[config.mk]
export PLATFORM = sky130hd
export DESIGN_NAME = bram8_arb_flat
export DESIGN_NICKNAME = d
export VERILOG_FILES = /design/src/rtl/bram8_arb_if.sv /design/src/rtl/bram8_arb.sv /design/src/flat_wrapper.sv
export SDC_FILE = /design/constraint.sdc
export NUM_CORES = 1
export LEC_CHECK = 0
export ABC_AREA = 0
export BUFFER_PORTS_ARGS = -buffer_cell sky130_fd_sc_hd__buf_2
export CORE_UTILIZATION = 44
export DETAILED_ROUTE_END_ITERATION = 10
export PLACE_DENSITY = 0.84
export SLEW_MARGIN = 30
export SYNTH_ARGS = -nofsm -noshare
export SYNTH_HDL_FRONTEND = slang
export SYNTH_SLANG_ARGS = --single-unit
export TNS_END_PERCENT = 1
[constraint.sdc]
create_clock -name sys_clk -period 2.9 [get_ports sys_clk]
set_clock_uncertainty 0.1 [all_clocks]
set_input_delay 0.145 -clock sys_clk [delete_from_list [all_inputs] [get_ports sys_clk]]
set_output_delay 0.145 -clock sys_clk [all_outputs]
set_load 0.01 [all_outputs]
[src/rtl/bram8_arb_if.sv]
// Bus bundle between two byte-wide masters, the arbiter and a single-port BRAM.
// slave is the arbiter's view; master is the view of whatever drives the requests.
interface bram8_arb_if #(
    parameter int adr_width = 8
);
    logic                 m0_req;
    logic                 m0_we;
    logic [adr_width-1:0] m0_adr;
    logic [7:0]           m0_dat_w;
    logic [7:0]           m0_dat_r;
    logic                 m0_ack;

    logic                 m1_req;
    logic                 m1_we;
    logic [adr_width-1:0] m1_adr;
    logic [7:0]           m1_dat_w;
    logic [7:0]           m1_dat_r;
    logic                 m1_ack;

    logic [adr_width-1:0] bram_a;
    logic [7:0]           bram_do;
    logic                 bram_we;
    logic [7:0]           bram_di;

    logic                 busy;

    modport slave (
        input  m0_req, m0_we, m0_adr, m0_dat_w,
        output m0_dat_r, m0_ack,
        input  m1_req, m1_we, m1_adr, m1_dat_w,
        output m1_dat_r, m1_ack,
        output bram_a, bram_do, bram_we,
        input  bram_di,
        output busy
    );

    modport master (
        output m0_req, m0_we, m0_adr, m0_dat_w,
        input  m0_dat_r, m0_ack,
        output m1_req, m1_we, m1_adr, m1_dat_w,
        input  m1_dat_r, m1_ack,
        input  bram_a, bram_do, bram_we,
        output bram_di,
        input  busy
    );
endinterface

[src/rtl/bram8_arb.sv]
// Two-master round-robin arbiter in front of one BRAM port; one access every 3 cycles.
//
//   state  | meaning
//   IDLE   | waiting for a request; arbitrates and latches the winner's command
//   ACCESS | address/write data on the BRAM port, write enable pulses here
//   ACK    | BRAM read data valid, winner's ack high, last-served pointer updated
module bram8_arb #(
    parameter int adr_width = 8
) (
    input  logic         sys_clk,
    input  logic         sys_rst,
    bram8_arb_if.slave   bus
);
    typedef enum logic [1:0] {
        IDLE   = 2'd0,
        ACCESS = 2'd1,
        ACK    = 2'd2
    } state_t;

    state_t               state_q, state_d;
    logic                 gnt_q, gnt_d;   // granted master index
    logic                 last_q, last_d; // last master served
    logic [adr_width-1:0] a_q, a_d;
    logic [7:0]           do_q, do_d;
    logic                 we_q, we_d;

    always_ff @(posedge sys_clk) begin
        if (sys_rst) begin
            state_q <= IDLE;
            gnt_q   <= 1'b0;
            last_q  <= 1'b1;
            a_q     <= '0;
            do_q    <= 8'h00;
            we_q    <= 1'b0;
        end else begin
            state_q <= state_d;
            gnt_q   <= gnt_d;
            last_q  <= last_d;
            a_q     <= a_d;
            do_q    <= do_d;
            we_q    <= we_d;
        end
    end

    always_comb begin
        state_d = state_q;
        gnt_d   = gnt_q;
        last_d  = last_q;
        a_d     = a_q;
        do_d    = do_q;
        we_d    = 1'b0;
        case (state_q)
            IDLE: begin
                if (bus.m0_req || bus.m1_req) begin
                    // m1 wins when it is alone or when m0 was served last
                    gnt_d   = bus.m1_req && (!bus.m0_req || !last_q);
                    a_d     = gnt_d ? bus.m1_adr   : bus.m0_adr;
                    do_d    = gnt_d ? bus.m1_dat_w : bus.m0_dat_w;
                    we_d    = gnt_d ? bus.m1_we    : bus.m0_we;
                    state_d = ACCESS;
                end
            end
            ACCESS: state_d = ACK;
            ACK: begin
                last_d  = gnt_q;
                state_d = IDLE;
            end
            default: state_d = IDLE;
        endcase
    end

    assign bus.bram_a   = a_q;
    assign bus.bram_do  = do_q;
    assign bus.bram_we  = we_q;
    assign bus.m0_ack   = (state_q == ACK) && !gnt_q;
    assign bus.m1_ack   = (state_q == ACK) && gnt_q;
    assign bus.m0_dat_r = bus.bram_di;
    assign bus.m1_dat_r = bus.bram_di;
    assign bus.busy     = (state_q != IDLE);
endmodule

[src/flat_wrapper.sv]
// flat-port wrapper written by rule: the top's interface ports become plain ports
module bram8_arb_flat 
#(
    parameter int adr_width = 8
)
  (sys_clk, sys_rst, bus_m0_req, bus_m0_we, bus_m0_adr, bus_m0_dat_w, bus_m0_dat_r, bus_m0_ack, bus_m1_req, bus_m1_we, bus_m1_adr, bus_m1_dat_w, bus_m1_dat_r, bus_m1_ack, bus_bram_a, bus_bram_do, bus_bram_we, bus_bram_di, bus_busy);
  bram8_arb_if #(.adr_width(adr_width)) bus_i ();
  input  logic sys_clk;
  input  logic sys_rst;
  input wire logic [$bits(bus_i.m0_req)-1:0] bus_m0_req;
  input wire logic [$bits(bus_i.m0_we)-1:0] bus_m0_we;
  input wire logic [$bits(bus_i.m0_adr)-1:0] bus_m0_adr;
  input wire logic [$bits(bus_i.m0_dat_w)-1:0] bus_m0_dat_w;
  output wire logic [$bits(bus_i.m0_dat_r)-1:0] bus_m0_dat_r;
  output wire logic [$bits(bus_i.m0_ack)-1:0] bus_m0_ack;
  input wire logic [$bits(bus_i.m1_req)-1:0] bus_m1_req;
  input wire logic [$bits(bus_i.m1_we)-1:0] bus_m1_we;
  input wire logic [$bits(bus_i.m1_adr)-1:0] bus_m1_adr;
  input wire logic [$bits(bus_i.m1_dat_w)-1:0] bus_m1_dat_w;
  output wire logic [$bits(bus_i.m1_dat_r)-1:0] bus_m1_dat_r;
  output wire logic [$bits(bus_i.m1_ack)-1:0] bus_m1_ack;
  output wire logic [$bits(bus_i.bram_a)-1:0] bus_bram_a;
  output wire logic [$bits(bus_i.bram_do)-1:0] bus_bram_do;
  output wire logic [$bits(bus_i.bram_we)-1:0] bus_bram_we;
  input wire logic [$bits(bus_i.bram_di)-1:0] bus_bram_di;
  output wire logic [$bits(bus_i.busy)-1:0] bus_busy;
  assign bus_i.m0_req = bus_m0_req;
  assign bus_i.m0_we = bus_m0_we;
  assign bus_i.m0_adr = bus_m0_adr;
  assign bus_i.m0_dat_w = bus_m0_dat_w;
  assign bus_m0_dat_r = bus_i.m0_dat_r;
  assign bus_m0_ack = bus_i.m0_ack;
  assign bus_i.m1_req = bus_m1_req;
  assign bus_i.m1_we = bus_m1_we;
  assign bus_i.m1_adr = bus_m1_adr;
  assign bus_i.m1_dat_w = bus_m1_dat_w;
  assign bus_m1_dat_r = bus_i.m1_dat_r;
  assign bus_m1_ack = bus_i.m1_ack;
  assign bus_bram_a = bus_i.bram_a;
  assign bus_bram_do = bus_i.bram_do;
  assign bus_bram_we = bus_i.bram_we;
  assign bus_i.bram_di = bus_bram_di;
  assign bus_busy = bus_i.busy;
  bram8_arb #(.adr_width(adr_width)) u_core (.sys_clk(sys_clk), .sys_rst(sys_rst), .bus(bus_i));
endmodule
==> summary.md, run 1 <==
| Metric | Value |
|---|---|
| Status | completed |
| Worst Tran Pin Value | 817 ps |
| Met1 wire length | 1100 µm |
| Post-synth EDFFs | 0 |
| Endpoint arrival time on the critical path | 2350 ps |
| Final setup fails | 0 |
| Cts bufs inserted | 3 |
| Share of layout cells above drive strength 1 | 0.480 |
| Syn Area/Cell | 9.32 µm² |
| Worst hold slack | between 10 and 15 ps |
| CP Max Fanout | 19 |
| Clock root buffer | clkbuf_4 |
| Sequential area share after synthesis | 0.347 |
| #FFs+latches synth | 21 |
| Largest net degree at the start of global routing | 22 |
| MaxCap Viol Count | 0 |
| Reg2reg start | u_core.state_q[1] |
| Die width | about 54 µm |
| Antenna violation net count after detailed routing | 0 |
| Setup_tns | 0 ps |
| Hpwl dp | just over 2000 µm |
| CP endpoint kind | flop |
| Setup WS pre-CTS | 1170 ps |
| Vias in the first global route | 1,041 |
| Wire per inst | 13.9 µm |
| Row count | 18 |
| Die H | between 50 and 60 µm |
| Gpl congestion | 0.727 |
| Clk_lat worst skew | 290 ps |
| Effective utilization at floorplan | 0.476 |
| Met2 wire length | between 1000 and 1500 µm |
| Top Layer Used | met4 |
| PortBufs | 57 |
| Critical path type | flop to flop |
| Core Box Area | between 2000 and 3000 µm² |
| Slew margin rel. | 0.456 |
| Antenna violations before repair | 0 |
| DRC | 0 |
| Multi-input gate area | 557 µm² |
| Setup Buffers After CTS | 0 |
| FMAX | 0.444 GHz |
| FF-to-FF path depth | 5 |
| CTS Sinks | 21 |
| Worst IR drop on VDD | between 300 and 400 µV |
| Area Growth Syn to Fin | 14.6% |
| Crit. path cell count | 5 |
| Clock-pin slew of the registers on the worst-case setup and hold paths | 110 ps |
| Met3 WL | 191 µm |
| Grt total ovfl | 0 |
| Asr flop ratio synth | 0 |
| CP required | 2990 ps |
| Crit-path most repeated cell | nor2_4 |
| Fillers | 237 |
| RSZ-0062 raised after global routing | no |
| Worst reg2reg setup slack | 650 ps |
| H-tree Lvls | 1 |
| Worst r2r dst | u_core.bus.bram_a[2] |
| Via density | 5.32 |
| Final Hold Fails | 0 |
| Final period util | 0.777 |
| Worst setup path end | u_core.bus.bram_a[2] |
| Min Tclk post-route | 2250 ps |
| Crit-path leading delay family | simple AND/OR/NAND/NOR gates |
| Syn nets | 176 |
| Tot GR Track Use | 0.201 |
| Die area | between 2000 and 3000 µm² |
| Cell count after synthesis | 130 |
| Placed insts | 192 |
| Slowest CP cell | dlygate4sd3_1 |
| Synthesized area | 1210 µm² |
| Max Root-Sink Buffers | 2 |
| Via Count | approximately 1,100 |
| Post_cts resized | 0 |
| I/O pins | 82 |
| Worst Path Buf+Inv | 2 |
| Unique masters post-synth | 24 |
| Critical path, cell by cell | nor2_4 -> inv_4 -> nor2_4 -> a311oi_1 -> dlygate4sd3_1 |
| CP Launch Point | u_core.state_q[1] |
| Final #Nets | 218 |
| Leak pwr | 0.643 nW |
| Ys flop type | dfxtp_1 |
| Fin cells | 201 |
| Drt first pass iters | 6 |
| Most frequent cells in the layout | 57 x buf_2, 33 x nand2_1, 21 x dfxtp_1 |
| Storage cell area | ~420 µm² |
| CP peak stage delay | ~580 ps |
| P per Cell Area | ~490 nW/µm² |
| DRT iter0 DRCs | 16 |
| Critical Path Source Type | flop |
| # diodes | 0 |
| Slew Limit Fails | 0 |
| CTS Hold Bufs | 1 |
| Global-route wire length before repair | 4220 µm |
| Final worst slack | 648 ps |
| Total wire length | around 2800 µm |
| Yosys warning count | 0 |
| Min-delay worst type | input port to flop |
| TritonCTS clock tree | done |
| Most common cell after layout, fill and taps aside | buf_2 |
-- worst register-to-register path: cells and delay by family (launching register included) --
kind,cells,cell delay [ps]
and+or+nand+nor,2,890
buffers and inverters,2,660
DFF,1,360
AOI/OAI and AO/OA,1,160
-- how the worst min path moves through the flow --
stage          cells past startpoint                    to  slack (ps)            from
2_1_floorplan                      1         u_core.last_q         140         sys_rst
3_3_place_gp                       0       bus_m0_dat_r[6]         190  bus_bram_di[6]
3_5_place_dp                       0       bus_m0_dat_r[6]         190  bus_bram_di[6]
4_1_cts                            3  u_core.bus.bram_a[7]        0.04   bus_m1_adr[7]
5_1_grt                            3  u_core.bus.bram_a[1]           1   bus_m1_adr[1]
6_report                           3  u_core.bus.bram_a[0]          10   bus_m0_adr[0]
-- routing by layer --
layer / vias up / track usage
met3: 6 / 0.0250
met5: - / 0
li1: 529 / -
met2: 45 / 0.378
met4: 0 / 0.120
met1: 489 / 0.210
-- synthesized netlist by cell type, drive strengths merged, types with 2 or more instances --
master,n,share of area
nand2,33,0.10
inv,2,0.0083
a21oi,17,0.095
a311oi,16,0.16
clkbuf,2,0.0062
nor2,6,0.031
dfxtp,21,0.35
buf,23,0.18
-- area by class of cell --
class                   count  area share
clock buffers               3      0.0162
clock inverters             1     0.00361
inverters                   2     0.00721
multi-input cells          82       0.401
flip-flops and latches     21       0.303
well taps                  30      0.0271
repair buffers             62       0.242
-- sequential cells by signal, indices dropped and copies added (netlist names) --
signal and count:
u_core.bus.bram_a 8, u_core.bus.bram_do 8, u_core.state_q 2, u_core.bus.bram_we 1
u_core.gnt_q 1, u_core.last_q 1
-- where the power goes --
| group | total (mW) | internal, mW | switching [mW] |
|---|---|---|---|
| Combinational | 0.200 | 0.0904 | 0.110 |
| Sequential | 0.340 | 0.319 | 0.0208 |
| Clock | 0.136 | 0.0513 | 0.0851 |
| Total | 0.677 | 0.461 | 0.216 |
-- per-stage QoR --
| step | area (µm²) | utilization | total power, mW |
|---|---|---|---|
| floorplan | 1210 | - | 0.508 |
| CTS | 1350 | 0.529 | 0.678 |
| finish | 1390 | 0.545 | 0.677 |
| detailed placement | 1310 | 0.515 | 0.541 |
| global placement | 1310 | 0.515 | 0.532 |
| global route | 1390 | 0.545 | 0.721 |
-- logic make-up (layout without fill, tap and decap cells) --
kind of cell,Yosys count,after routing,synth area share
and+or+nand+nor,44,44,0.159
AOI/OAI and AO/OA,37,37,0.292
buffers and inverters,27,68,0.193
DFF,21,21,0.347
muxes,1,1,0.00826
No activity file was read; power rests on OpenSTA's default activity.
==> run 2: changes to the inputs <==
--- a/config.mk
+++ b/config.mk
@@ -7,9 +7,9 @@
 export LEC_CHECK = 0
 export ABC_AREA = 0
 export BUFFER_PORTS_ARGS = -buffer_cell sky130_fd_sc_hd__buf_2
-export CORE_UTILIZATION = 44
+export CORE_UTILIZATION = 41
 export DETAILED_ROUTE_END_ITERATION = 10
-export PLACE_DENSITY = 0.84
+export PLACE_DENSITY = 0.79
 export SLEW_MARGIN = 30
 export SYNTH_ARGS = -nofsm -noshare
 export SYNTH_HDL_FRONTEND = slang
==> constraint.sdc (replaced) <==
create_clock -name sys_clk -period 2.4 [get_ports sys_clk]
set_clock_uncertainty 0.1 [all_clocks]
set_input_delay 0.12 -clock sys_clk [delete_from_list [all_inputs] [get_ports sys_clk]]
set_output_delay 0.12 -clock sys_clk [all_outputs]
set_load 0.01 [all_outputs]
==> run 2 against run 1 <==
  * Sequential power is 20% higher
  * Final cell count is 10% higher
  * Global-route usage is 1.0 points lower
  * Power is 27% higher
  * Worst setup slack worse by 370 ps
  * Via count is 3.3% higher
  * Wire length is 9.6% higher
  * Clock-buffer cell count stayed put
  * Final area is 14% higher
  * Sequential cell count stayed put
  * Worst hold slack worse by 4.8 ps
  * Critical path depth is 1 lower
  * Critical path type unchanged
==> summary.md, run 2 (synthesis gave the netlist of run 1 again) <==
| Metric | Value |
|---|---|
| Critical path, cell by cell | a21bo_1 -> nand2_1 -> a311oi_1 -> dlygate4sd3_1 |
| Worst r2r dst | u_core.bus.bram_a[4] |
| Row count | 19 |
| Drt first pass iters | 4 |
| Effective utilization at floorplan | 0.435 |
| CTS Sinks | 21 |
| Share of layout cells above drive strength 1 | 0.437 |
| I/O pins | around 80 |
| Wire per inst | 13.8 µm |
| CP peak stage delay | 610 ps |
| MaxCap Viol Count | 0 |
| Die H | 56.4 µm |
| Worst min-delay path startpoint | bus_m1_dat_w[1] |
| Hold Path Stages | 3 |
| Clk_lat worst skew | 300 ps |
| Antenna violation net count after detailed routing | 0 |
| TritonCTS clock tree | done |
| Core Box Area | between 2000 and 3000 µm² |
| Status | completed |
| Worst Hold End | u_core.bus.bram_do[1] |
| CP required | between 2000 and 3000 ps |
| Final worst slack | 280 ps |
| Tot GR Track Use | 0.191 |
| Area Growth Syn to Fin | 30.2% |
| Switching power | 0.272 mW |
| DRT iter0 DRCs | 45 |
| Clock root buffer | clkbuf_4 |
| Max Root-Sink Buffers | 2 |
| Critical path type | flop to flop |
| Grt total ovfl | 0 |
| Die area | roughly 3200 µm² |
| Crit-path leading delay family | compound AO/OA/AOI/OAI gates |
| Leak pwr | around 0.73 nW |
| Min Tclk post-route | 2120 ps |
| Most frequent cells in the layout | 57 x buf_2, 33 x nand2_1, 23 x dlygate4sd3_1 |
| H-tree Lvls | 1 |
| Final #Nets | roughly 240 |
| Endpoint arrival time on the critical path | 2270 ps |
| Hpwl dp | 1850 µm |
| Via Count | 1,104 |
| Gate power share | 0.329 |
| FMAX | 0.472 GHz |
| Worst reg2reg setup slack | ~280 ps |
| Slew margin rel. | 0.441 |
| FF-to-FF path depth | 4 |
| Gpl congestion | 0.748 |
| Final Hold Fails | 0 |
| Min-delay worst type | input port to flop |
| Worst Path Buf+Inv | 1 |
| Cts bufs inserted | 3 |
| Critical Path Source Type | flop |
| P per Cell Area | 546 nW/µm² |
| PortBufs | 57 |
| CTS Hold Bufs | 23 |
| Antenna violations before repair | 0 |
| Flop pwr share | 0.476 |
| Clock Power Share | 0.195 |
| Die width | 56.4 µm |
| Post_cts resized | 0 |
| Sw Share | 0.317 |
| Vias in the first global route | around 1,100 |
| Setup WS pre-CTS | 901 ps |
| CP endpoint kind | flop |
| Setup Buffers After CTS | 0 |
| Worst Tran Pin Value | 838 ps |
| RSZ-0062 raised after global routing | no |
| CP Launch Point | u_core.last_q |
| # diodes | 0 |
| Worst IR drop on VDD | roughly 310 µV |
| Reg2reg start | u_core.last_q |
| Final setup fails | 0 |
| Slew Limit Fails | 0 |
| DRC | 0 |
| Final period util | 0.883 |
| Setup_tns | 0 ps |
| Global-route wire length before repair | between 4000 and 5000 µm |
| Clock-pin slew of the registers on the worst-case setup and hold paths | 120 ps |
| Int Pwr | 0.588 mW |
| Total wire length | 3050 µm |
| Largest net degree at the start of global routing | 22 |
| Most common cell after layout, fill and taps aside | buf_2 |
| Via density | 5.00 |
| Slowest CP cell | dlygate4sd3_1 |
| CP Max Fanout | 17 |
## run 2: cell types whose count changed in the layout (fill, tap and decap cells not counted)
cell | before | now
buf_4 | 0 | 1
dlygate4sd3_1 | 5 | 23
## run 2: layout make-up
type	instances	area, µm²
Fill cell	251	1200
Multi-Input combinational cell	82	557
Timing Repair Buffer	81	523
Sequential cell	21	420
Tap cell	31	38.8
Clock buffer	3	22.5
Inverter	2	10.0
Clock inverter	1	5.00
## run 2: per-layer routing
metal / GRT usage / part of all wire / up-vias
met5: 0 / 0 / -
met4: 0.101 / 0.031 / 0
met3: 0.0323 / 0.050 / 13
met2: 0.332 / 0.50 / 33
met1: 0.224 / 0.42 / 498
li1: - / - / 560
## run 2: worst max-delay path by stage
| stage | end | slack, ps | cells past startpoint |
|---|---|---|---|
| final | u_core.bus.bram_a[4] | 280 | 4 |
| after global routing | u_core.bus.bram_a[4] | 150 | 4 |
| after CTS | u_core.bus.bram_do[7] | 370 | 4 |
| after detailed placement | u_core.bus.bram_a[5] | 900 | 4 |
| after global placement | u_core.bus.bram_a[5] | 910 | 4 |
| after floorplan | u_core.bus.bram_do[1] | 1090 | 5 |
## run 2: power by group through the flow
stage	sequential, mW	combinational (mW)	clock [mW]
after floorplan	0.431	0.183	0
after global placement	0.418	0.233	0
after detailed placement	0.417	0.236	0
after CTS	0.409	0.278	0.172
after global routing	0.413	0.306	0.181
final	0.409	0.283	0.168
## run 2: tightest hold or removal path: cells and delay by family
family / cells / cell delay (ps)
buf+inv: 1 / 100
compound gates: 1 / 80
simple gates: 1 / 60
## run 2: metrics by stage
stage / hold WS (ps) / instance area [µm²] / utilization / total power, mW / std cells
finish: 5.64 / 1580 / 0.567 / 0.861 / 221
global route: 2.79 / 1580 / 0.567 / 0.901 / 221
CTS: 0.771 / 1580 / 0.567 / 0.859 / 221
detailed placement: 140 / 1320 / 0.474 / 0.653 / 194
global placement: 140 / 1320 / 0.474 / 0.651 / 194
floorplan: 114 / 1210 / - / 0.614 / 130
==> run 3: changes to the inputs <==
--- a/config.mk
+++ b/config.mk
@@ -7,9 +7,9 @@
 export LEC_CHECK = 0
 export ABC_AREA = 0
 export BUFFER_PORTS_ARGS = -buffer_cell sky130_fd_sc_hd__buf_2
-export CORE_UTILIZATION = 41
+export CORE_UTILIZATION = 37
 export DETAILED_ROUTE_END_ITERATION = 10
-export PLACE_DENSITY = 0.79
+export PLACE_DENSITY = 0.75
 export SLEW_MARGIN = 30
 export SYNTH_ARGS = -nofsm -noshare
 export SYNTH_HDL_FRONTEND = slang
==> constraint.sdc (replaced) <==
create_clock -name sys_clk -period 1.86 [get_ports sys_clk]
set_clock_uncertainty 0.1 [all_clocks]
set_input_delay 0.093 -clock sys_clk [delete_from_list [all_inputs] [get_ports sys_clk]]
set_output_delay 0.093 -clock sys_clk [all_outputs]
set_load 0.01 [all_outputs]
==> run 3 against run 2 <==
  * Global-route usage grew 0.22 points
  * Power grew 31%
  * First-iteration DRC count shrank 31%
  * Combinational power grew 30%
  * Final area grew 8.7%
  * Via count grew 9.1%
  * Largest power group unchanged
  * Non-clock buffer count grew 12
  * Die area grew 10%
==> summary.md, run 3 (synthesis gave the netlist of run 1 again) <==
| Metric | Value |
|---|---|
| Leak pwr | 0.766 nW |
| CP Max Fanout | 17 |
| Antenna violations before repair | 0 |
| Grt total ovfl | 0 |
| Critical path, cell by cell | a21bo_1 -> nand2_1 -> a311oi_1 |
| MaxCap Viol Count | 0 |
| Critical Path Source Type | flop |
| PortBufs | 57 |
| Drt first pass iters | 4 |
| Worst Tran Pin Value | 626 ps |
| Die area | 3510 µm² |
| Tot GR Track Use | 0.193 |
| Die H | 59.2 µm |
| Endpoint arrival time on the critical path | 1680 ps |
| DRC | 0 |
| Fin cells | 246 |
| Clk_lat worst skew | 310 ps |
| Antenna violation net count after detailed routing | 0 |
| Via Count | roughly 1,200 |
| Row count | 20 |
| Post_cts resized | 0 |
| Clock-pin slew of the registers on the worst-case setup and hold paths | around 130 ps |
| FMAX | around 0.64 GHz |
| Most common cell after layout, fill and taps aside | buf_2 |
| Setup WS pre-CTS | 339 ps |
| Final setup fails | 0 |
| Crit-path leading delay family | compound AO/OA/AOI/OAI gates |
| Effective utilization at floorplan | 0.393 |
| Via density | 4.89 |
| Most frequent cells in the layout | 57 x buf_2, 34 x dlygate4sd3_1, 33 x nand2_1 |
| Slew Limit Fails | 0 |
| I/O pins | 82 |
| Placed insts | between 200 and 250 |
| Global-route wire length before repair | 5110 µm |
| DRT iter0 DRCs | 31 |
| Min Tclk post-route | roughly 1600 ps |
| Final worst slack | 294 ps |
| # diodes | 0 |
| Core Box Area | 3080 µm² |
| Cts bufs inserted | 3 |
| Status | completed |
| Setup_tns | 0 ps |
| Vias in the first global route | 1,147 |
| Area Growth Syn to Fin | 41.4% |
| Worst IR drop on VDD | 287 µV |
| Slowest CP cell | a21bo_1 |
| Wire per inst | 13.7 µm |
| TritonCTS clock tree | done |
| Slew margin rel. | 0.583 |
| CTS Sinks | 21 |
| Final instance area | 1710 µm² |
| RSZ-0062 raised after global routing | no |
| Clock root buffer | clkbuf_4 |
| Gpl congestion | 0.725 |
| Total wire length | 3360 µm |
| Hpwl dp | roughly 1900 µm |
| Worst reg2reg setup slack | 290 ps |
| Critical path type | flop to flop |
| Worst Path Buf+Inv | 0 |
| CP required | 1980 ps |
| Placement Cell Area | 1340 µm² |
| Worst hold slack | 86.0 ps |
| Largest net degree at the start of global routing | 22 |
| Final #Nets | 249 |
| Final Core Density | 0.557 |
| Final Power | 1.13 mW |
| CP peak stage delay | approximately 540 ps |
| P per Cell Area | 657 nW/µm² |
| Final period util | 0.842 |
| Max Root-Sink Buffers | 2 |
| Share of layout cells above drive strength 1 | 0.416 |
| H-tree Lvls | 1 |
| Die width | 59.2 µm |
| Final Hold Fails | 0 |
| Min-delay worst type | input port to output pin |
| CP endpoint kind | flop |
-- run 3: cell types whose count changed in the layout (fill, tap and decap cells not counted), sizes merged --
cell / before / now
clkinvlp: 0 / 1
clkinv: 1 / 0
dlygate4sd3: 23 / 34
buf: 58 / 59
-- run 3: cell type report --
type	instances	area, µm²
repair buffers	93	641
well taps	44	55.1
inverters	2	10.0
multi-input cells	82	557
flip-flops and latches	21	420
clock inverters	1	7.51
fillers	280	1370
clock buffers	3	22.5
-- run 3: power breakdown --
part           internal [mW]  switching, mW  total (mW)
sequential             0.498         0.0297       0.528
combinational          0.182          0.185       0.367
clock                 0.0819          0.149       0.231
-- run 3: layer usage --
layer / global-route usage / part of all wire
met4: 0.129 / 0.033
met1: 0.234 / 0.40
met5: 0 / 0
met3: 0.0197 / 0.049
met2: 0.323 / 0.52
-- run 3: final timing paths --
path	to	startpoint	cells after the start
worst min-delay path	bus_m0_dat_r[3]	bus_bram_di[3]	0
worst max-delay path	u_core.bus.bram_a[0]	u_core.last_q	3
worst min register to register	u_core.state_q[1]	u_core.state_q[1]	1
worst max register to register	u_core.bus.bram_a[0]	u_core.last_q	3
-- run 3: worst register-to-register path: cells and delay by family (launching register included) --
family             cells  cell delay, ps
DFF                    1             420
AOI/OAI and AO/OA      2             820
and+or+nand+nor        1             130
-- run 3: timing repair --
item,in CTS,in global routing
hold endpoints to repair,17,0
hold buffers,34,0
setup buffers,0,0
